[src/rtl/analog_scan_pkg.sv]
// Shared constants for the analog scan sequencer: register offsets, bit positions, FSM states.
package analog_scan_pkg;

    localparam int MAX_NCH = 16;

    localparam logic [7:0] OFS_CTRL   = 8'h00;
    localparam logic [7:0] OFS_TIMING = 8'h04;
    localparam logic [7:0] OFS_STATUS = 8'h08;
    localparam logic [1:0] DATA_WIN   = 2'b01;

    localparam int CTRL_START    = 0;
    localparam int CTRL_CONT     = 1;
    localparam int CTRL_IRQ_EN   = 2;
    localparam int CTRL_ABORT    = 3;
    localparam int CTRL_MASK_LSB = 8;

    localparam int STAT_BUSY   = 0;
    localparam int STAT_DONE   = 1;
    localparam int STAT_CH_LSB = 8;

    typedef enum logic [2:0] {
        ST_IDLE,
        ST_SELECT,
        ST_SETTLE,
        ST_SAMPLE,
        ST_CAPTURE,
        ST_NEXT,
        ST_DONE
    } scan_state_t;

endpackage

[src/rtl/analog_scan_regs.sv]
// Wishbone slave for the scan sequencer: address decode, single-cycle ack, control/timing/status
// registers and the per-channel result array.
module analog_scan_regs
    import analog_scan_pkg::*;
#(
    parameter logic [31:0] BASE_ADR = 32'h3000_0000,
    parameter int          NCH      = 8,
    parameter int          DW       = 12,
    parameter int          CSW      = $clog2(NCH)
) (
    input  logic            wb_clk_i,
    input  logic            wb_rst_i,
    input  logic            wbs_cyc_i,
    input  logic            wbs_stb_i,
    input  logic            wbs_we_i,
    input  logic [3:0]      wbs_sel_i,
    input  logic [31:0]     wbs_adr_i,
    input  logic [31:0]     wbs_dat_i,
    output logic [31:0]     wbs_dat_o,
    output logic            wbs_ack_o,
    input  logic            busy,
    input  logic [3:0]      cur_ch,
    input  logic            done_set,
    input  logic            capture_en,
    input  logic [CSW-1:0]  capture_ch,
    input  logic [DW-1:0]   adc_data,
    output logic            start_pulse,
    output logic            abort_pulse,
    output logic            continuous,
    output logic            irq_en,
    output logic [NCH-1:0]  chan_mask,
    output logic [15:0]     settle_cycles,
    output logic [15:0]     hold_cycles,
    output logic            done
);

    localparam logic [4:0] NCH5 = 5'(NCH);

    logic                hit;
    logic                rd_en;
    logic                wr_en;
    logic [7:0]          ofs;
    logic [3:0]          data_idx;
    logic                data_hit;
    logic [31:0]         rd_data;
    logic [MAX_NCH-1:0]  mask_q;
    logic [DW-1:0]       data_q [NCH];

    assign ofs      = wbs_adr_i[7:0];
    assign hit      = wbs_cyc_i & wbs_stb_i & (wbs_adr_i[31:8] == BASE_ADR[31:8]);
    // Gating with the current ack forces one idle cycle between back-to-back acks.
    assign rd_en    = hit & ~wbs_ack_o;
    assign wr_en    = rd_en & wbs_we_i;
    assign data_idx = ofs[5:2];
    assign data_hit = (ofs[7:6] == DATA_WIN) && (ofs[1:0] == 2'b00) && ({1'b0, data_idx} < NCH5);

    assign chan_mask = mask_q[NCH-1:0];

    always_comb begin
        rd_data = '0;
        if (ofs == OFS_CTRL) begin
            rd_data[CTRL_CONT]                          = continuous;
            rd_data[CTRL_IRQ_EN]                        = irq_en;
            rd_data[CTRL_MASK_LSB +: MAX_NCH]           = mask_q;
        end else if (ofs == OFS_TIMING) begin
            rd_data = {hold_cycles, settle_cycles};
        end else if (ofs == OFS_STATUS) begin
            rd_data[STAT_BUSY]          = busy;
            rd_data[STAT_DONE]          = done;
            rd_data[STAT_CH_LSB +: 4]   = cur_ch;
        end else if (data_hit) begin
            rd_data = 32'(data_q[data_idx[CSW-1:0]]);
        end
    end

    always_ff @(posedge wb_clk_i or posedge wb_rst_i) begin
        if (wb_rst_i) begin
            wbs_ack_o     <= 1'b0;
            wbs_dat_o     <= '0;
            start_pulse   <= 1'b0;
            abort_pulse   <= 1'b0;
            continuous    <= 1'b0;
            irq_en        <= 1'b0;
            mask_q        <= '0;
            settle_cycles <= '0;
            hold_cycles   <= '0;
            done          <= 1'b0;
        end else begin
            wbs_ack_o   <= rd_en;
            wbs_dat_o   <= rd_en ? rd_data : '0;
            start_pulse <= wr_en && (ofs == OFS_CTRL) && wbs_sel_i[0] && wbs_dat_i[CTRL_START];
            abort_pulse <= wr_en && (ofs == OFS_CTRL) && wbs_sel_i[0] && wbs_dat_i[CTRL_ABORT];

            if (wr_en && (ofs == OFS_CTRL)) begin
                if (wbs_sel_i[0]) begin
                    continuous <= wbs_dat_i[CTRL_CONT];
                    irq_en     <= wbs_dat_i[CTRL_IRQ_EN];
                end
                if (wbs_sel_i[1]) mask_q[7:0]  <= wbs_dat_i[15:8];
                if (wbs_sel_i[2]) mask_q[15:8] <= wbs_dat_i[23:16];
            end

            if (wr_en && (ofs == OFS_TIMING)) begin
                if (wbs_sel_i[0]) settle_cycles[7:0]  <= wbs_dat_i[7:0];
                if (wbs_sel_i[1]) settle_cycles[15:8] <= wbs_dat_i[15:8];
                if (wbs_sel_i[2]) hold_cycles[7:0]    <= wbs_dat_i[23:16];
                if (wbs_sel_i[3]) hold_cycles[15:8]   <= wbs_dat_i[31:24];
            end

            // A scan completing in the same cycle as a W1C keeps done set.
            if (done_set)
                done <= 1'b1;
            else if (wr_en && (ofs == OFS_STATUS) && wbs_sel_i[0] && wbs_dat_i[STAT_DONE])
                done <= 1'b0;
        end
    end

    always_ff @(posedge wb_clk_i or posedge wb_rst_i) begin
        if (wb_rst_i) begin
            for (int i = 0; i < NCH; i++) data_q[i] <= '0;
        end else if (capture_en) begin
            data_q[capture_ch] <= adc_data;
        end
    end

endmodule

[src/rtl/analog_scan_sequencer.sv]
// Time-shares one analog front-end across NCH channels: select, settle, sample, capture, repeat.
// Optional ANALOG_SCAN_LA_EN adds an LA rising-edge start input alongside the Wishbone start.
module analog_scan_sequencer
    import analog_scan_pkg::*;
#(
    parameter logic [31:0] BASE_ADR = 32'h3000_0000,
    parameter int          NCH      = 8,
    parameter int          DW       = 12,
    parameter int          CSW      = $clog2(NCH)
) (
    input  logic            wb_clk_i,
    input  logic            wb_rst_i,
    input  logic            wbs_cyc_i,
    input  logic            wbs_stb_i,
    input  logic            wbs_we_i,
    input  logic [3:0]      wbs_sel_i,
    input  logic [31:0]     wbs_adr_i,
    input  logic [31:0]     wbs_dat_i,
    output logic [31:0]     wbs_dat_o,
    output logic            wbs_ack_o,
    output logic [CSW-1:0]  chan_sel_o,
    output logic            sample_o,
    input  logic [DW-1:0]   adc_data_i,
    output logic            irq_o
`ifdef ANALOG_SCAN_LA_EN
    ,
    input  logic            la_start_i
`endif
);

    scan_state_t     state;
    logic [15:0]     cnt;
    logic [15:0]     settle_lat;
    logic [15:0]     hold_lat;
    logic [CSW-1:0]  tgt_ch;
    logic [3:0]      cur_ch;
    logic            start_pulse;
    logic            abort_pulse;
    logic            start_req;
    logic            continuous;
    logic            irq_en;
    logic            done;
    logic [NCH-1:0]  chan_mask;
    logic [15:0]     settle_cycles;
    logic [15:0]     hold_cycles;
    logic            first_found;
    logic [CSW-1:0]  first_ch;
    logic            next_found;
    logic [CSW-1:0]  next_ch;

    analog_scan_regs #(
        .BASE_ADR (BASE_ADR),
        .NCH      (NCH),
        .DW       (DW),
        .CSW      (CSW)
    ) u_regs (
        .wb_clk_i      (wb_clk_i),
        .wb_rst_i      (wb_rst_i),
        .wbs_cyc_i     (wbs_cyc_i),
        .wbs_stb_i     (wbs_stb_i),
        .wbs_we_i      (wbs_we_i),
        .wbs_sel_i     (wbs_sel_i),
        .wbs_adr_i     (wbs_adr_i),
        .wbs_dat_i     (wbs_dat_i),
        .wbs_dat_o     (wbs_dat_o),
        .wbs_ack_o     (wbs_ack_o),
        .busy          (state != ST_IDLE),
        .cur_ch        (cur_ch),
        .done_set      ((state == ST_DONE) && !abort_pulse),
        .capture_en    (state == ST_CAPTURE),
        .capture_ch    (chan_sel_o),
        .adc_data      (adc_data_i),
        .start_pulse   (start_pulse),
        .abort_pulse   (abort_pulse),
        .continuous    (continuous),
        .irq_en        (irq_en),
        .chan_mask     (chan_mask),
        .settle_cycles (settle_cycles),
        .hold_cycles   (hold_cycles),
        .done          (done)
    );

    assign irq_o = done & irq_en;

    always_comb begin
        cur_ch = '0;
        cur_ch[CSW-1:0] = chan_sel_o;
    end

`ifdef ANALOG_SCAN_LA_EN
    logic la_q;
    logic la_q2;

    always_ff @(posedge wb_clk_i or posedge wb_rst_i) begin
        if (wb_rst_i) begin
            la_q  <= 1'b0;
            la_q2 <= 1'b0;
        end else begin
            la_q  <= la_start_i;
            la_q2 <= la_q;
        end
    end

    assign start_req = start_pulse | (la_q & ~la_q2);
`else
    assign start_req = start_pulse;
`endif

    // Descending loop leaves the lowest qualifying channel; the live mask is used so edits land at NEXT.
    always_comb begin
        first_found = 1'b0;
        first_ch    = '0;
        next_found  = 1'b0;
        next_ch     = '0;
        for (int i = NCH - 1; i >= 0; i--) begin
            if (chan_mask[i]) begin
                first_found = 1'b1;
                first_ch    = CSW'(i);
            end
            if (chan_mask[i] && (i > int'(chan_sel_o))) begin
                next_found = 1'b1;
                next_ch    = CSW'(i);
            end
        end
    end

    always_ff @(posedge wb_clk_i or posedge wb_rst_i) begin
        if (wb_rst_i) begin
            state      <= ST_IDLE;
            chan_sel_o <= '0;
            sample_o   <= 1'b0;
            cnt        <= '0;
            settle_lat <= '0;
            hold_lat   <= '0;
            tgt_ch     <= '0;
        end else if (abort_pulse) begin
            state      <= ST_IDLE;
            chan_sel_o <= '0;
            sample_o   <= 1'b0;
        end else begin
            case (state)
                ST_IDLE: begin
                    chan_sel_o <= '0;
                    sample_o   <= 1'b0;
                    if (start_req && first_found) begin
                        tgt_ch <= first_ch;
                        state  <= ST_SELECT;
                    end
                end
                ST_SELECT: begin
                    chan_sel_o <= tgt_ch;
                    settle_lat <= settle_cycles;
                    hold_lat   <= hold_cycles;
                    cnt        <= 16'd1;
                    state      <= ST_SETTLE;
                end
                // Counters start at 1 so a programmed 0 still yields one cycle.
                ST_SETTLE: begin
                    if (cnt >= settle_lat) begin
                        state    <= ST_SAMPLE;
                        sample_o <= 1'b1;
                        cnt      <= 16'd1;
                    end else begin
                        cnt <= cnt + 16'd1;
                    end
                end
                ST_SAMPLE: begin
                    if (cnt >= hold_lat) begin
                        state    <= ST_CAPTURE;
                        sample_o <= 1'b0;
                    end else begin
                        cnt <= cnt + 16'd1;
                    end
                end
                ST_CAPTURE: state <= ST_NEXT;
                ST_NEXT: begin
                    if (next_found) begin
                        tgt_ch <= next_ch;
                        state  <= ST_SELECT;
                    end else begin
                        state <= ST_DONE;
                    end
                end
                ST_DONE: begin
                    if (continuous && first_found) begin
                        tgt_ch <= first_ch;
                        state  <= ST_SELECT;
                    end else begin
                        chan_sel_o <= '0;
                        state      <= ST_IDLE;
                    end
                end
                default: state <= ST_IDLE;
            endcase
        end
    end

endmodule

[config.mk]
export PLATFORM = sky130hd
export DESIGN_NAME = analog_scan_sequencer
export DESIGN_NICKNAME = d
export VERILOG_FILES = /design/src/rtl/analog_scan_pkg.sv /design/src/rtl/analog_scan_regs.sv /design/src/rtl/analog_scan_sequencer.sv
export SDC_FILE = /design/constraint.sdc
export NUM_CORES = 1
export LEC_CHECK = 0
export CAP_MARGIN = 5
export CORE_MARGIN = 2
export CORE_UTILIZATION = 55
export CTS_BUF_LIST = sky130_fd_sc_hd__clkbuf_4 sky130_fd_sc_hd__clkbuf_8
export DETAILED_ROUTE_END_ITERATION = 7
export PLACE_DENSITY_LB_ADDON = 0.1
export SYNTH_ARGS = -nofsm -noshare
export SYNTH_HDL_FRONTEND = slang
export SYNTH_SLANG_ARGS = --single-unit
[constraint.sdc]
create_clock -name wb_clk_i -period 9.7 [get_ports wb_clk_i]
set_input_delay 0.97 -clock wb_clk_i [delete_from_list [all_inputs] [get_ports wb_clk_i]]
set_output_delay 0.97 -clock wb_clk_i [all_outputs]
set_load 0.01 [all_outputs]
==> run_results.csv <==
group,metric,value,unit
outcome,outcome,"finished, final reports clean",
place,gp_congestion,0.839,
clock_tree,numClockSinks,240,
synth,synth.ff_latch_count,240,
sta,fin_crit,4.22,ns
clock_tree,cts_setup_buffers,0,
route,wl,24700,um
sta,rsz0062_at_grt,"no",
route,vias,7538,
worst_setup_path,worst_ep_arrival_time,4.63,ns
min_path,hold_class,"reg -> reg",
sta,hold_violations,0,
synth,synth-edff-count,0,
final_layout,final_cell_mix,"dfrtp_1 (240), mux2_2 (152), clkdlybuf4s50_1 (121)",
sta,worst_slew_pin_slew,0.967,ns
final_layout,utilization,0.673,
final_layout,syn_to_final_growth,19.9,%
sta,setup_viol,0,
min_path,min_to,"u_regs.data_q[88]$_DFFE_PP0P_",
die,ios,123,
worst_setup_path,criticalPathCategory,"in -> reg",
sta,relSlewSlack,0.352,
clock_tree,clk_path_buf_depth,3,
sta,slew_viol_final,0,
worst_setup_path,end_kind,"register",
die,fp.dieW,148,um
worst_setup_path,r2r_start,"u_regs.wbs_ack_o$_DFF_PP0_",
global_route,grt_use_total,0.236,
worst_setup_path,cp_max_fo,21,
synth,synth.distinct_cells,69,
synth,synthFlopType,"dfrtp_1",
route,first_pass_iters,4,
final_layout,antennaDiodeCount,0,
clock_tree,cts.htree.levels,2,
global_route,overflow,0,
clock_tree,tritoncts,"done",
final_layout,num-fill-cells,1551,
run,maxCapViolations,0,
sta,fin_crit_sh,0.435,
worst_setup_path,r2r-end,"u_regs.settle_cycles[11]$_DFFE_PP0P_",
route,wire_per_inst,18.4,um
global_route,grt_antenna_before_repair,1,
sta,clock_skew,0.00898,ns
final_layout,drive_gt1_frac,0.254,
synth,syn_nets,1037,
worst_setup_path,reg2reg_slack,6.50,ns
clock_tree,numCtsBuffers,40,
clock_tree,cts_root_buf,"clkbuf_8",
worst_setup_path,reg2reg_depth,6,
worst_setup_path,cp-start-kind,"primary input",
global_route,grt_pass1_wl,40800,um
clock_tree,ctsHoldBuffers,0,
final_layout,nNetsFinal,1164,
die,die_area,21800,sq um
power,ir_drop,0.000106,V
synth,synthCells,919,
power,power.leakage,6.03,nW
place,port_buffers,122,
global_route,grt_max_degree,115,
sta,fin_setup_tns,0,ns
place,hpwl,17100,um
clock_tree,clk_pin_slew,0.06,ns
sta,max_freq,237,MHz
die,coreArea,20200,sq um
synth,syn_area,11400,sq um
synth,synth.avg_cell_area,12.4,sq um
clock_tree,cts_resized,0,
route,vias_per_cell,5.62,
synth,async_flop_share,1.00,
die,start_util,0.561,
die,die_h,148,um
min_path,hp-start,"u_regs.data_q[88]$_DFFE_PP0P_",
clock_tree,insertion_delay,0.54,ns
route,drtAntennaViolNets,0,
min_path,min_path_cells,1,
global_route,grt_pass1_vias,7903,
final_layout,final_common_cell,"dfrtp_1",
die,row_count,52,
route,drc_errors,0,
synth,ys_warn_count,0,
power,power.density,151,nW/um^2
synth,yosysSeqAreaShare,0.529,
route,first_iter_violations,358,
worst_setup_path,worst_ep_required_time,10.11,ns
-- through the flow --
step	std cells	total power, mW	instance area, sq um	hold slack [ns]	worst slack, ns
floorplan	919	1.10	11400	0.459	2.14
global route	1342	2.14	13600	0.512	5.22
finish	1342	2.06	13600	0.500	5.48
global placement	1274	1.15	12800	0.476	4.94
CTS	1342	2.08	13600	0.499	5.42
detailed placement	1274	1.15	12800	0.486	4.87
-- synthesized netlist by cell type, types with 12 or more instances --
library cell | number | area share
a21oi_1 | 26 | 0.011
a22oi_1 | 12 | 0.0079
and2_1 | 14 | 0.0077
clkbuf_1 | 28 | 0.0093
dfrtp_1 | 240 | 0.53
ha_1 | 33 | 0.036
inv_1 | 42 | 0.014
mux2_2 | 152 | 0.15
mux2i_1 | 13 | 0.011
mux4_2 | 24 | 0.048
nand2_1 | 66 | 0.022
nor2_1 | 59 | 0.020
nor2b_1 | 14 | 0.0077
o21ai_0 | 44 | 0.019
-- cell families (layout without fill, tap and decap cells) --
family / Yosys count / in the layout / synth area share
XOR/XNOR: 10 / 10 / 0.00771
AND/OR/NAND/NOR: 210 / 210 / 0.0931
flip-flops: 240 / 240 / 0.529
adder cells (fa/ha/maj): 33 / 33 / 0.0364
buffers and inverters: 86 / 239 / 0.0304
AO/OA/AOI/OAI: 151 / 151 / 0.0937
multiplexers: 189 / 189 / 0.210
-- where the power goes --
group          leakage (nW)  internal, mW  switching [mW]
sequential             3.18          1.02         0.00692
combinational          2.40        0.0596          0.0508
clock                 0.445         0.530           0.394
-- critical path: stages --
cell and delay (ns):
clkdlybuf4s50_1 0.86, nor2_1 0.35, nand2_2 0.17, nor3_2 0.14, buf_4 0.28, nor2b_1 0.77
nor2b_1 0.67, mux2_2 0.42
-- how the worst max path moves through the flow --
stage,slack [ns],cells past startpoint,from,endpoint
2_1_floorplan,2.14,1,wb_rst_i,chan_sel_o[0]$_DFFE_PP0P_
3_3_place_gp,4.94,8,wbs_adr_i[4],u_regs.settle_cycles[1]$_DFFE_PP0P_
3_5_place_dp,4.87,8,wbs_adr_i[4],u_regs.settle_cycles[15]$_DFFE_PP0P_
4_1_cts,5.42,8,wbs_adr_i[4],u_regs.settle_cycles[11]$_DFFE_PP0P_
5_1_grt,5.22,8,wbs_adr_i[4],u_regs.settle_cycles[11]$_DFFE_PP0P_
6_report,5.48,8,wbs_adr_i[4],u_regs.settle_cycles[11]$_DFFE_PP0P_
-- registers in the layout (all words and copies together), names as in the netlist, 3 cells and up --
| register | flops |
|---|---|
| hold_lat | 16 |
| u_regs.settle_cycles | 16 |
| state | 3 |
| cnt | 16 |
| u_regs.data_q | 96 |
| u_regs.hold_cycles | 16 |
| chan_sel_o | 3 |
| u_regs.mask_q | 16 |
| tgt_ch | 3 |
| u_regs.wbs_dat_o | 32 |
| settle_lat | 16 |
-- metal layers --
| layer | wire length (um) | up-vias | global-route usage |
|---|---|---|---|
| li1 | - | 3585 | - |
| met1 | 10600 | 3759 | 0.306 |
| met2 | 12600 | 143 | 0.407 |
| met3 | 991 | 49 | 0.0432 |
| met4 | 504 | 2 | 0.0755 |
| met5 | 15 | - | 0 |
-- final cells by class --
cell class	count	area, sq um	area share
repair buffers	129	1270	0.0932
clock inverters	6	66.3	0.00487
clock buffers	62	766	0.0562
flip-flops and latches	240	6010	0.441
well taps	270	338	0.0248
inverters	42	165	0.0121
multi-input cells	593	5000	0.368
Power figures use the tool's default switching activity.
